==> config.mk <==
export PLATFORM = sky130hd
export DESIGN_NAME = cpu_sequencer_flat
export DESIGN_NICKNAME = d
export VERILOG_FILES = /design/src/rtl/cpu_sequencer_if.sv /design/src/rtl/cpu_sequencer.sv /design/src/flat_wrapper.sv
export SDC_FILE = /design/constraint.sdc
export NUM_CORES = 1
export LEC_CHECK = 0
export CORE_ASPECT_RATIO = 0.5
export CORE_MARGIN = 1.5
export CORE_UTILIZATION = 52
export CTS_BUF_LIST = sky130_fd_sc_hd__clkbuf_2 sky130_fd_sc_hd__clkbuf_4 sky130_fd_sc_hd__clkbuf_8
export DETAILED_ROUTE_END_ITERATION = 16
export PLACE_DENSITY = 0.88
export SYNTH_ARGS = -nofsm -noshare
export SYNTH_HDL_FRONTEND = slang
export SYNTH_SLANG_ARGS = --single-unit
==> constraint.sdc <==
create_clock -name clk -period 4.5 [get_ports clk]
set_input_delay 0.45 -clock clk [delete_from_list [all_inputs] [get_ports clk]]
set_output_delay 0.45 -clock clk [all_outputs]
set_load 0.01 [all_outputs]
==> src/rtl/cpu_sequencer_if.sv <==
// rtl/cpu_sequencer_if.sv - sequencer control/memory handshake bundle; carries watchdog_err when SEQ_WATCHDOG_EN is defined
interface cpu_sequencer_if #(
   parameter int NUM_STAGES = 5,
   parameter int PC_WIDTH   = 32,
   parameter int SW         = $clog2(NUM_STAGES)
);
   logic [NUM_STAGES-1:0] mem_need;
   logic                  mem_ack;
   logic                  branch_taken;
   logic [PC_WIDTH-1:0]   branch_target;
   logic                  halt_req;
   logic [SW-1:0]         stage;
   logic                  fetch_en;
   logic                  pc_update_en;
   logic                  mem_req;
   logic [PC_WIDTH-1:0]   pc;
   logic                  stall;
   logic                  halted;
`ifdef SEQ_WATCHDOG_EN
   logic                  watchdog_err;
`endif

   modport master (
      input  mem_need, mem_ack, branch_taken, branch_target, halt_req,
      output stage, fetch_en, pc_update_en, mem_req, pc, stall, halted
`ifdef SEQ_WATCHDOG_EN
      , output watchdog_err
`endif
   );

   modport slave (
      output mem_need, mem_ack, branch_taken, branch_target, halt_req,
      input  stage, fetch_en, pc_update_en, mem_req, pc, stall, halted
`ifdef SEQ_WATCHDOG_EN
      , input watchdog_err
`endif
   );
endinterface

==> src/rtl/cpu_sequencer.sv <==
// rtl/cpu_sequencer.sv - multi-cycle instruction stage sequencer with RUN/HALT FSM
// Optional memory-wait watchdog enabled by defining SEQ_WATCHDOG_EN.
module cpu_sequencer #(
   parameter int NUM_STAGES = 5,
   parameter int PC_WIDTH   = 32,
   parameter int PC_STEP    = 1,
   parameter int RESET_PC   = 0,
   parameter int SW         = $clog2(NUM_STAGES)
) (
   input  logic            clk,
   input  logic            rst,
   cpu_sequencer_if.master bus
);
   typedef enum logic {RUN = 1'b0, HALT = 1'b1} state_t;

   localparam logic [SW-1:0] LAST_STAGE = SW'(NUM_STAGES - 1);

   state_t              state_q, state_d;
   logic [SW-1:0]       stage_q, stage_d;
   logic [PC_WIDTH-1:0] pc_q, pc_d;
   logic                run;
   logic                is_last;
   logic                mem_req_c;
   logic                wait_c;

   assign run       = (state_q == RUN);
   assign is_last   = (stage_q == LAST_STAGE);
   assign mem_req_c = run && ((stage_q == '0) || bus.mem_need[stage_q]);
   assign wait_c    = mem_req_c && !bus.mem_ack;

   assign bus.stage        = stage_q;
   assign bus.pc           = pc_q;
   assign bus.halted       = !run;
   assign bus.mem_req      = mem_req_c;
   // Reset drives stall high regardless of whatever mem_ack happens to be
   assign bus.stall        = !rst || wait_c;
   assign bus.fetch_en     = rst && run && (stage_q == '0) && bus.mem_ack;
   assign bus.pc_update_en = rst && run && is_last && !wait_c;

`ifdef SEQ_WATCHDOG_EN
   logic [7:0] wd_q, wd_d;
   logic       wd_err_q, wd_err_d;

   assign bus.watchdog_err = wd_err_q;
`endif

   always_comb begin
      state_d = state_q;
      stage_d = stage_q;
      pc_d    = pc_q;
`ifdef SEQ_WATCHDOG_EN
      wd_d     = wait_c ? wd_q + 8'd1 : 8'd0;
      wd_err_d = wd_err_q;
`endif
      if (run && !wait_c) begin
         if (is_last) begin
            stage_d = '0;
            pc_d    = bus.branch_taken ? bus.branch_target : pc_q + PC_WIDTH'(PC_STEP);
            if (bus.halt_req) begin
               state_d = HALT;
            end
         end else begin
            stage_d = stage_q + SW'(1);
         end
      end
`ifdef SEQ_WATCHDOG_EN
      // The 255th consecutive stall cycle trips the watchdog
      if (wait_c && (wd_q == 8'd254)) begin
         state_d  = HALT;
         stage_d  = '0;
         wd_err_d = 1'b1;
      end
`endif
   end

   always_ff @(posedge clk or negedge rst) begin
      if (!rst) begin
         state_q  <= RUN;
         stage_q  <= '0;
         pc_q     <= PC_WIDTH'(RESET_PC);
`ifdef SEQ_WATCHDOG_EN
         wd_q     <= 8'd0;
         wd_err_q <= 1'b0;
`endif
      end else begin
         state_q  <= state_d;
         stage_q  <= stage_d;
         pc_q     <= pc_d;
`ifdef SEQ_WATCHDOG_EN
         wd_q     <= wd_d;
         wd_err_q <= wd_err_d;
`endif
      end
   end
endmodule
==> src/flat_wrapper.sv <==
// flat-port wrapper written by rule: the top's interface ports become plain ports
module cpu_sequencer_flat 
#(
   parameter int NUM_STAGES = 5,
   parameter int PC_WIDTH   = 32,
   parameter int PC_STEP    = 1,
   parameter int RESET_PC   = 0,
   parameter int SW         = $clog2(NUM_STAGES)
)
  (clk, rst, bus_mem_need, bus_mem_ack, bus_branch_taken, bus_branch_target, bus_halt_req, bus_stage, bus_fetch_en, bus_pc_update_en, bus_mem_req, bus_pc, bus_stall, bus_halted);
  cpu_sequencer_if #(.NUM_STAGES(NUM_STAGES), .PC_WIDTH(PC_WIDTH), .SW(SW)) bus_i ();
  input  logic clk;
  input  logic rst;
  input wire logic [$bits(bus_i.mem_need)-1:0] bus_mem_need;
  input wire logic [$bits(bus_i.mem_ack)-1:0] bus_mem_ack;
  input wire logic [$bits(bus_i.branch_taken)-1:0] bus_branch_taken;
  input wire logic [$bits(bus_i.branch_target)-1:0] bus_branch_target;
  input wire logic [$bits(bus_i.halt_req)-1:0] bus_halt_req;
  output wire logic [$bits(bus_i.stage)-1:0] bus_stage;
  output wire logic [$bits(bus_i.fetch_en)-1:0] bus_fetch_en;
  output wire logic [$bits(bus_i.pc_update_en)-1:0] bus_pc_update_en;
  output wire logic [$bits(bus_i.mem_req)-1:0] bus_mem_req;
  output wire logic [$bits(bus_i.pc)-1:0] bus_pc;
  output wire logic [$bits(bus_i.stall)-1:0] bus_stall;
  output wire logic [$bits(bus_i.halted)-1:0] bus_halted;
  assign bus_i.mem_need = bus_mem_need;
  assign bus_i.mem_ack = bus_mem_ack;
  assign bus_i.branch_taken = bus_branch_taken;
  assign bus_i.branch_target = bus_branch_target;
  assign bus_i.halt_req = bus_halt_req;
  assign bus_stage = bus_i.stage;
  assign bus_fetch_en = bus_i.fetch_en;
  assign bus_pc_update_en = bus_i.pc_update_en;
  assign bus_mem_req = bus_i.mem_req;
  assign bus_pc = bus_i.pc;
  assign bus_stall = bus_i.stall;
  assign bus_halted = bus_i.halted;
  cpu_sequencer #(.NUM_STAGES(NUM_STAGES), .PC_WIDTH(PC_WIDTH), .PC_STEP(PC_STEP), .RESET_PC(RESET_PC), .SW(SW)) u_core (.clk(clk), .rst(rst), .bus(bus_i));
endmodule
# After elaboration in Yosys (flattened, before gate mapping)
# Cells that the tools add are included.
dict set report op_classes {
  addsub 2
  n_lt_le_gt_ge 1
  eq_ne 1
  muxes 4
  bitwise_logic 1
  reduce_logical 16
}
# cell n
set op_table {}
lappend op_table {{32-bit by 1-bit adder with 32-bit output (second input constant)} 1}
lappend op_table {{32-bit two-way mux} 1}
lappend op_table {{1-bit logical AND} 8}
lappend op_table {{3-bit by 4-bit less-than comparator with 1-bit output (second input constant)} 1}
lappend op_table {{3-bit by 1-bit adder with 3-bit output (second input constant)} 1}
lappend op_table {{1-bit binary-select mux with 3-bit select} 1}
lappend op_table {{3-bit equality test (second input constant)} 1}
lappend op_table {{1-bit zero test} 3}
lappend op_table {{3-bit zero test} 1}
lappend op_table {{3-bit two-way mux} 1}
lappend op_table {{3-bit AND reduction} 1}
lappend op_table {{1-bit logical OR} 2}
lappend op_table {{2-bit AND reduction} 1}
lappend op_table {{1-bit two-way mux} 1}
lappend op_table {{1-bit NOT} 1}
dict set report totals {
  register_bits 36
  inputBits 42
  output_inout_bits 40
  word_cells 28
}

# Logic depth before layout (Yosys ltp)
dict set report logic_depth {
  depth_word 8
  ltp_mapped 10
  ltp_nobuf 7
}

# Worst setup path after synthesis
# OpenSTA, ideal clock, no wires.
dict set report synth_timing {
  path_kind {reg2out}
  from {register u_core.stage_q[0], in the netlist u_core.bus.stage[0]}
  to {output port bus_pc_update_en}
  arrival_ps 1706
  required_ps 4050
  slack_ps 2344
  stages_incl_launch_ff 7
  n_path_buf 3
  path_cell_list {dfrtp_1 > buf_6 > or4b_4 > and3_4 > buf_6 > buf_2 > and2_1}
}
dict set report synth_via {
  elab_chain_len 7
  elab_cells_between_ends 10
  cone_classes {eq/ne (1); mux (2); reduce/logical (7)}
}
# item line
set synth_rtl {}
lappend synth_rtl {{start, declared} cpu_sequencer.sv:19} ;# logic [SW-1:0] stage_q, stage_d;
lappend synth_rtl {{start signal, assigned} cpu_sequencer.sv:87} ;# stage_q <= stage_d;
lappend synth_rtl {{1-bit binary-select mux with 3-bit select} cpu_sequencer.sv:28} ;# assign mem_req_c = run && ((stage_q == '0) || bus.mem_need[stage_q]);
lappend synth_rtl {{1-bit two-way mux (not written as such)} cpu_sequencer.sv:28}
lappend synth_rtl {{1-bit logical OR} cpu_sequencer.sv:28}
lappend synth_rtl {{1-bit logical AND} cpu_sequencer.sv:28}
lappend synth_rtl {{1-bit logical AND} cpu_sequencer.sv:29} ;# assign wait_c = mem_req_c && !bus.mem_ack;
lappend synth_rtl {{1-bit zero test} cpu_sequencer.sv:38} ;# assign bus.pc_update_en = rst && run && is_last && !wait_c;
lappend synth_rtl {{1-bit logical AND *} cpu_sequencer.sv:38}
lappend synth_rtl {{end, declared} flat_wrapper.sv:21} ;# output wire logic [$bits(bus_i.pc_update_en)-1:0] bus_pc_update_en;
# Every way passes the cells marked *; elsewhere a longest branch is shown, timed or not. The select of a mux whose other input is x is not followed.

# Worst setup path after layout
# Ends and elaborated chain as after synthesis.

==> metrics.cfg <==
[clocking]
clk_pin_slew_ns = 0.08
cts_root_buf = clkbuf_8
cts_setup_buffers = 0
clock_latency_ns = 0.29
cts_buffers = 5
clock_sinks = 36
cts_tree = built
clk_path_buf_depth = 2
htreeDepth = 2

[global_route]
grt-ovfl-total = 0
grt_max_degree = 58
grt_use_total_pct = 28.8
antenna_found_initial = 0
grt_pass1_vias = 2659
grt_pass1_wl_um = 12000

[sta]
setup_viol = 0
clock.fmax_mhz = 331
drv_slew = 0
skew_ns = 0.00700
min_period_ns = 3.02
rsz0062_at_grt = no
max_slew.worst_pin.slew_ns = 0.847
slew_headroom_pct = 43.5
hold_viol = 0
tns_ns = 0
period_share_pct = 67.2

[job]
maxCapViolCount = 0

[layout]
final_nets = 428
fillCellCount = 361
antennaDiodeCount = 0
area_growth_pct = 33.8
stdcell_area_um2 = 3470
drive_gt1_share_pct = 9.11
regArea_um2 = 901
final_cells = 450
multi_input_area_um2 = 1530

[floorplan]
num_io_pins = 82
die_w_um = 103
fp-row-count = 17
core_area_um2 = 4590
die_y_um = 53.0
initial_core_util_pct = 56.5
dieArea_um2 = 5450

[worst_setup_path]
reg2reg_slack_ns = 1.78
r2r-end = u_core.bus.pc[18]$_DFFE_PN0P_
ff2ff_path_depth = 8
cp.arrival_ns = 2.57
critPathLaunch = u_core.bus.stage[0]$_DFFE_PN0P_
startpoint_type = flop
worstPathMaxFanout = 34
cp.required_ns = 4.05
worstSetupPathType = flop to output port
worst_r2r_startpoint = u_core.bus.stage[0]$_DFFE_PN0P_
end_kind = output port

[detailed_routing]
drc_errors = 0
postRouteAntennaNets = 0
drtIter0Drc = 230
via_per_inst = 6.33
wirelength_um = 7730
wl_per_cell_um = 17.2
num_vias = 2847
firstDrtPassIters = 5

[pwr]
totalPowerFinal_mw = 1.53
leakage_nw = 1.37
powerDensity_nw_per_um2 = 441
peakVddDrop_mv = 0.323

[place]
placed_area_um2 = 3380
post-place-cells = 441
port_buffers = 81
gp_congestion = 0.953
hpwlAfterDp_um = 5500

[synthesis]
yosysTopAreaCell = dfrtp_1
ys_types = 59
netlist_instances = 313
synth.most_common_cell = dfrtp_1
synth_seq_area_share_pct = 34.7
postSynthAreaPerCell_um2 = 8.30
syn_area_um2 = 2600
synthTopCellsByArea = dfrtp_1 35%, a21oi_1 5.4%, nand3_1 4.2%, nor3_1 3.7%, o21ai_0 3.5%
synthTopCellsByCount = 36 x dfrtp_1, 28 x a21oi_1, 23 x nor2_1, 22 x nand3_1, 19 x nor3_1
synthArstFlopShare_pct = 100
yosys_warnings = 0
ys.flop_type = dfrtp_1
ys_ff_latch = 36
synth_edf_count = 0
synth_top_area_share_pct = 34.7
synth_nets = 358

[run_status]
outcome = finished, final reports clean

[worst_hold_path]
hp-class = input port to asynchronous set/reset pin

## cells by family (layout without fill, tap and decap cells)
logic type,count (synthesis),in the layout,synth area share [%]
buf+inv,33,104,6.45
fa+ha+maj,3,3,1.45
compound gates,93,93,23.2
simple gates,140,140,31.1
mux,8,8,3.18
flops,36,36,34.7
## power by group
part           leakage, nW  switching, mW  internal, mW  total, mW
clock               0.0479          0.130         0.108      0.238
combinational        0.895          0.309         0.373      0.681
sequential           0.429          0.187         0.426      0.612
## how the worst max path moves through the flow
stage | endpoint | cells past startpoint
detailed placement | bus_pc_update_en | 5
floorplan | bus_pc_update_en | 6
CTS | bus_pc_update_en | 6
global placement | bus_pc_update_en | 5
global route | bus_pc_update_en | 6
finish | bus_pc_update_en | 6
## critical path, stage by stage (launching register included)
cell and delay, ns:
dfrtp_1 0.50, inv_1 0.10, ha_1 0.24, nor2b_1 0.24
and3_4 0.47, and2_1 0.18, clkdlybuf4s50_1 0.53
## timing repair
action | 4_1_cts | 5_1_grt
hold endpoints to repair | 6 | 0
resized for setup | 0 | 0
hold buffers | 1 | 0
## routing by layer
metal  share of wire, %  global-route usage, %  vias up
met5                  0                      0        -
met4                1.2                   8.11        0
met3                8.6                   6.74       16
met2                 49                   50.7      155
met1                 42                   35.7     1362
li1                   -                      -     1314
## layout make-up
class / count / area share, %
multi-input cells: 244 / 44.0
inverters: 11 / 1.19
repair buffers: 85 / 24.0
flip-flops and latches: 36 / 25.9
clock buffers: 5 / 1.98
clock inverters: 3 / 0.540
well taps: 66 / 2.38
## per-stage QoR
step	hold slack, ns	setup slack, ns	utilization, %
floorplan	0.154	2.34	-
global placement	0.305	1.65	73.5
detailed placement	0.311	1.59	73.5
CTS	0.530	1.50	75.6
global route	0.538	1.34	75.6
finish	0.533	1.48	75.6
## flip-flops by register name, summed over array words and instances (netlist names)
name               count
u_core.bus.halted      1
u_core.bus.pc         32
u_core.bus.stage       3
## cell usage in the layout (no fill, tap or decap), types with 11 or more instances in the layout
| cell | Yosys | routed |
|---|---|---|
| nand3_1 | 22 | 22 |
| nor2_1 | 23 | 23 |
| nor3_1 | 19 | 19 |
| nand2_1 | 18 | 18 |
| o21ai_0 | 18 | 18 |
| inv_1 | 11 | 11 |
| nand4_1 | 12 | 12 |
| a21oi_1 | 28 | 28 |
| clkdlybuf4s50_1 | 0 | 79 |
| dfrtp_1 | 36 | 36 |
(Power assumes the default switching activity.)
